==> config.mk <==
export PLATFORM = sky130hd
export DESIGN_NAME = serial_sub_nbits
export DESIGN_NICKNAME = d
export VERILOG_FILES = /design/src/rtl/serial_sub_nbits.sv
export SDC_FILE = /design/constraint.sdc
export NUM_CORES = 1
export LEC_CHECK = 0
export ABC_CLOCK_PERIOD_IN_PS = 1650
export CAP_MARGIN = 20
export CORE_AREA = 5 5 44 65
export DETAILED_ROUTE_END_ITERATION = 8
export DIE_AREA = 0 0 49 70
export GPL_ROUTABILITY_DRIVEN = 0
export PLACE_DENSITY = 0.73
export SLEW_MARGIN = 20
export SYNTH_ARGS = -nofsm -noshare
export SYNTH_HDL_FRONTEND = slang
export SYNTH_SLANG_ARGS = --single-unit
==> constraint.sdc <==
create_clock -name clk -period 1.65 [get_ports clk]
set_clock_uncertainty 0.05 [all_clocks]
set_input_delay 0.495 -clock clk [delete_from_list [all_inputs] [get_ports clk]]
set_output_delay 0.495 -clock clk [all_outputs]
set_load 0.01 [all_outputs]
==> src/rtl/serial_sub_nbits.sv <==
// Bit-serial subtractor: one full-adder slice reused LSB first, computing
// diff = a - b - bin over WIDTH clocks behind a start/done handshake.
module serial_sub_nbits #(
  parameter int WIDTH = 4
) (
  input  logic             clk,
  input  logic             rst,
  input  logic             start,
  input  logic [WIDTH-1:0] a,
  input  logic [WIDTH-1:0] b,
  input  logic             bin,
  output logic             busy,
  output logic             done,
  output logic [WIDTH-1:0] diff,
  output logic             bout
);

  // Handshake: start is accepted only in IDLE; a, b and bin are captured on
  // that edge. done pulses for one cycle when diff/bout update; busy covers
  // SHIFT and DONE, during which start is ignored (no queuing).

  localparam int CNT_W = $clog2(WIDTH);
  localparam logic [CNT_W-1:0] LAST = CNT_W'(WIDTH - 1);

  typedef enum logic [1:0] {
    IDLE  = 2'd0,
    SHIFT = 2'd1,
    DONE  = 2'd2
  } state_t;

  state_t state, state_next;

  logic [WIDTH-1:0] a_r, b_r, res_r;
  logic             c;
  logic [CNT_W-1:0] cnt;
  logic             s, c_next;

  always_ff @(posedge clk) begin
    if (rst) state <= IDLE;
    else     state <= state_next;
  end

  always_comb begin
    state_next = state;
    case (state)
      IDLE:    if (start) state_next = SHIFT;
      SHIFT:   if (cnt == LAST) state_next = DONE;
      DONE:    state_next = IDLE;
      default: state_next = IDLE;
    endcase
  end

  assign busy = (state != IDLE);
  assign done = (state == DONE);

  // b and bin are stored inverted so the slice is a plain adder; the final
  // carry is the complement of the borrow.
  assign s      = a_r[0] ^ b_r[0] ^ c;
  assign c_next = (a_r[0] & b_r[0]) | (a_r[0] & c) | (b_r[0] & c);

  always_ff @(posedge clk) begin
    if (rst) begin
      a_r   <= '0;
      b_r   <= '0;
      res_r <= '0;
      c     <= 1'b0;
      cnt   <= '0;
      diff  <= '0;
      bout  <= 1'b0;
    end else begin
      case (state)
        IDLE: begin
          if (start) begin
            a_r   <= a;
            b_r   <= ~b;
            c     <= ~bin;
            cnt   <= '0;
            res_r <= '0;
          end
        end
        SHIFT: begin
          a_r   <= a_r >> 1;
          b_r   <= b_r >> 1;
          c     <= c_next;
          res_r <= {s, res_r[WIDTH-1:1]};
          cnt   <= cnt + 1'b1;
          if (cnt == LAST) begin
            diff <= {s, res_r[WIDTH-1:1]};
            bout <= ~c_next;
          end
        end
        default: ;
      endcase
    end
  end

endmodule

==> impl_metrics.tcl <==
set metrics [dict create \
    grt_pass1_wl_mm 3.11 \
    holdPathEnd "diff[1]$_SDFFE_PP0P_" \
    finalWirelength_mm 1.82 \
    synth_largest_area_cell "dfxtp_1" \
    synthSimpleGateAreaFrac_pct 18.6 \
    post-route-util_pct 54.1 \
    hold_path.class "reg2reg" \
    multi_input_area_sq_um 457 \
    grt_max_degree 12 \
    wl_per_cell_um 12.4 \
    setup-tns-final_ns 0 \
    synthTopCellsByArea "dfxtp_1 44%, nor2_1 6.7%, a2111oi_2 6.3%" \
    cp-start-kind "flip-flop" \
    r2r_setup_slack_ns 0.26 \
    cp.required_ns 1.10 \
    cts-root-buf "clkbuf_4" \
    max_slew.worst_pin.slew_ns 0.339 \
    clock_latency_ns 0.30 \
    crit_chain "inv_1, nand2_1, dlygate4sd2_1" \
    vias_per_cell 5.09 \
    met3RoutedLength_um 80 \
    row_count 21 \
    layout_commonest_cell "dfxtp_1" \
    grt-ovfl-total 0 \
    synth_compound_gate_area_share_pct 24.8 \
    cts_tree "done" \
    critPathMaxStageDelay_ns 0.35 \
    arrival_ns 1.04 \
    postSynth.asyncResetShare_pct 0 \
    dpl.hpwl_mm 1.39 \
    area_growth_pct 25.2 \
    r2r_end "c$_SDFFE_PP0P_" \
    synth_cells 99 \
    drt-initial-drc-count 12 \
    io_pins 19 \
    antenna_left 0 \
    ir_drop_v 0.000494 \
    path_delay_family "flip-flops" \
    met2_length_um 886 \
    ys.flop_type "dfxtp_1" \
    vias 743 \
    synth_top_family_by_area "compound AO/OA/AOI/OAI gates" \
    rr_startpoint "a_r[0]$_SDFFE_PP0P_" \
    cp-end-kind "output pin" \
    highest_layer "met4" \
    final-seq-area_sq_um 422 \
    ys_seq_elements 21 \
    syn_avg_cell_area_sq_um 9.63 \
    antenna_found_initial 0 \
    nets 138 \
    yosys.cell_types.count 32 \
    timing.slew.headroom_pct 77.4 \
    layout_common_cells "20 x dfxtp_1, 17 x nor2_1, 10 x clkdlybuf4s50_1, 9 x buf_4" \
    synth_fa_ha_area_share_pct 3.41 \
    maxCapViolCount 0 \
    yosysWarningCount 0 \
    finalCriticalPeriod_ns 1.58 \
    core_sq_mm 0.00221 \
    timing.critical_path.buf_inv 2 \
    synth_top_area_share_pct 44.1 \
    finalHoldViolations 0 \
    muxShareOfSynthArea_pct 1.05 \
    clockBufferDepth 2 \
    grt_pass1_vias 706 \
    hp-start "diff[1]$_SDFFE_PP0P_" \
    layout_worst_path_cycle_share_pct 95.8 \
    synth_edf_count 0 \
    firstDrtPassIters 4 \
    die-area_sq_mm 0.00343 \
    grt_usage_pct 11.2 \
    slew_violations 0 \
    cts_num_sinks 21 \
    final-setup-viol-count 0 \
    die_w_um 49 \
    synthXorXnorAreaFrac_pct 0 \
    cp_slowest_cell "dfxtp_2" \
    drc 0 \
    clk_pin_slew_ns 0.11 \
    crit_fanout 3 \
    die_h_um 70 \
    h-tree-depth 1 \
    syn_nets 113 \
    hold_depth 2 \
    cts_buffers 3 \
    yosysSeqAreaShare_pct 44.1 \
    drive_above_1_share_pct 21.1 \
    power.leakage_uw 0.000492 \
    path_class "reg2out" \
    numPortBuffers 18 \
    rr_worst_depth 4 \
    syn_area_sq_um 953 \
    rsz0062_at_grt "false" \
    wl_met1_um 833 \
    run_status "completed" \
    antenna_cells 0 \
    power_density_mw_per_mm2 817 \
    start_util_pct 43.2 \
    fmax_mhz 632 \
    fillers 221 \
]
==> flip-flops by register name, indices dropped and copies added (netlist names) <==
name   flops
a_r        4
b_r        4
diff       4
res_r      3
cnt        2
state      2
bout       1
c          1
==> routing by layer <==
metal,GRT usage [%],vias up
met1,14.1,332
met2,17.6,10
met3,2.77,2
met4,5.39,0
li1,-,399
met5,0,-
==> logic make-up after synthesis <==
| family | count (synthesis) |
|---|---|
| multiplexers | 1 |
| AO/OA/AOI/OAI | 28 |
| adder cells (fa/ha/maj) | 2 |
| buffers and inverters | 13 |
| flip-flops | 21 |
| AND/OR/NAND/NOR | 34 |
==> worst register-to-register path: cells and delay by family, from the launching register on <==
kind                     cells  cell delay (ns)
flip-flops                   1             0.37
AO/OA/AOI/OAI                2             0.42
adder cells (fa/ha/maj)      1             0.42
buffers and inverters        1             0.07
==> cell type report <==
cell class | count | area share [%]
Clock buffer | 4 | 2.20
Inverter | 6 | 1.89
Multi-Input combinational cell | 65 | 38.3
Sequential cell | 21 | 35.3
Tap cell | 23 | 2.41
Timing Repair Buffer | 27 | 19.9
==> worst max-delay path by stage <==
stage	startpoint	endpoint	slack, ns	depth (start not counted)
after floorplan	start	c$_SDFFE_PP0P_	0.33	4
after global placement	start	c$_SDFFE_PP0P_	-0.23	4
after detailed placement	start	c$_SDFFE_PP0P_	-0.27	4
after CTS	state[1]$_SDFFE_PP0P_	done	0.02	3
after global routing	state[0]$_SDFFE_PP0P_	busy	0.02	3
final	state[0]$_SDFFE_PP0P_	busy	0.07	3
==> synthesized netlist by cell type, drive strengths merged (2+ instances only) <==
master	number
o22ai	4
inv	6
clkbuf	3
nand3	4
a2111oi	4
nand2	5
nor2	17
a22oi	5
nor2b	2
buf	4
a21oi	7
dfxtp	21
nand2b	2
a211oi	2
==> report_power, final <==
| part | switching (uW) | internal (uW) | leakage [uW] |
|---|---|---|---|
| logic | 85.0 | 93.4 | 0.000305 |
| registers | 16.3 | 534 | 0.000172 |
| clock network | 152 | 94.1 | 0.0000150 |
==> through the flow <==
stage               setup slack [ns]  area (sq um)  total power, uW  hold slack, ns  cells
detailed placement            -0.267          1180              742           0.398    142
global route                  0.0193          1190             1030           0.448    146
CTS                           0.0171          1200              992           0.412    146
finish                        0.0689          1190              975           0.409    146
floorplan                      0.334           953              680           0.393     99
global placement              -0.226          1180              737           0.394    142
==> what timing repair did <==
item	CTS	global route
gates resized for setup	9	3
endpoints found under the setup margin	7	8
hold buffers	0	0
setup buffers	0	0
No activity file was read; power rests on OpenSTA's default activity.
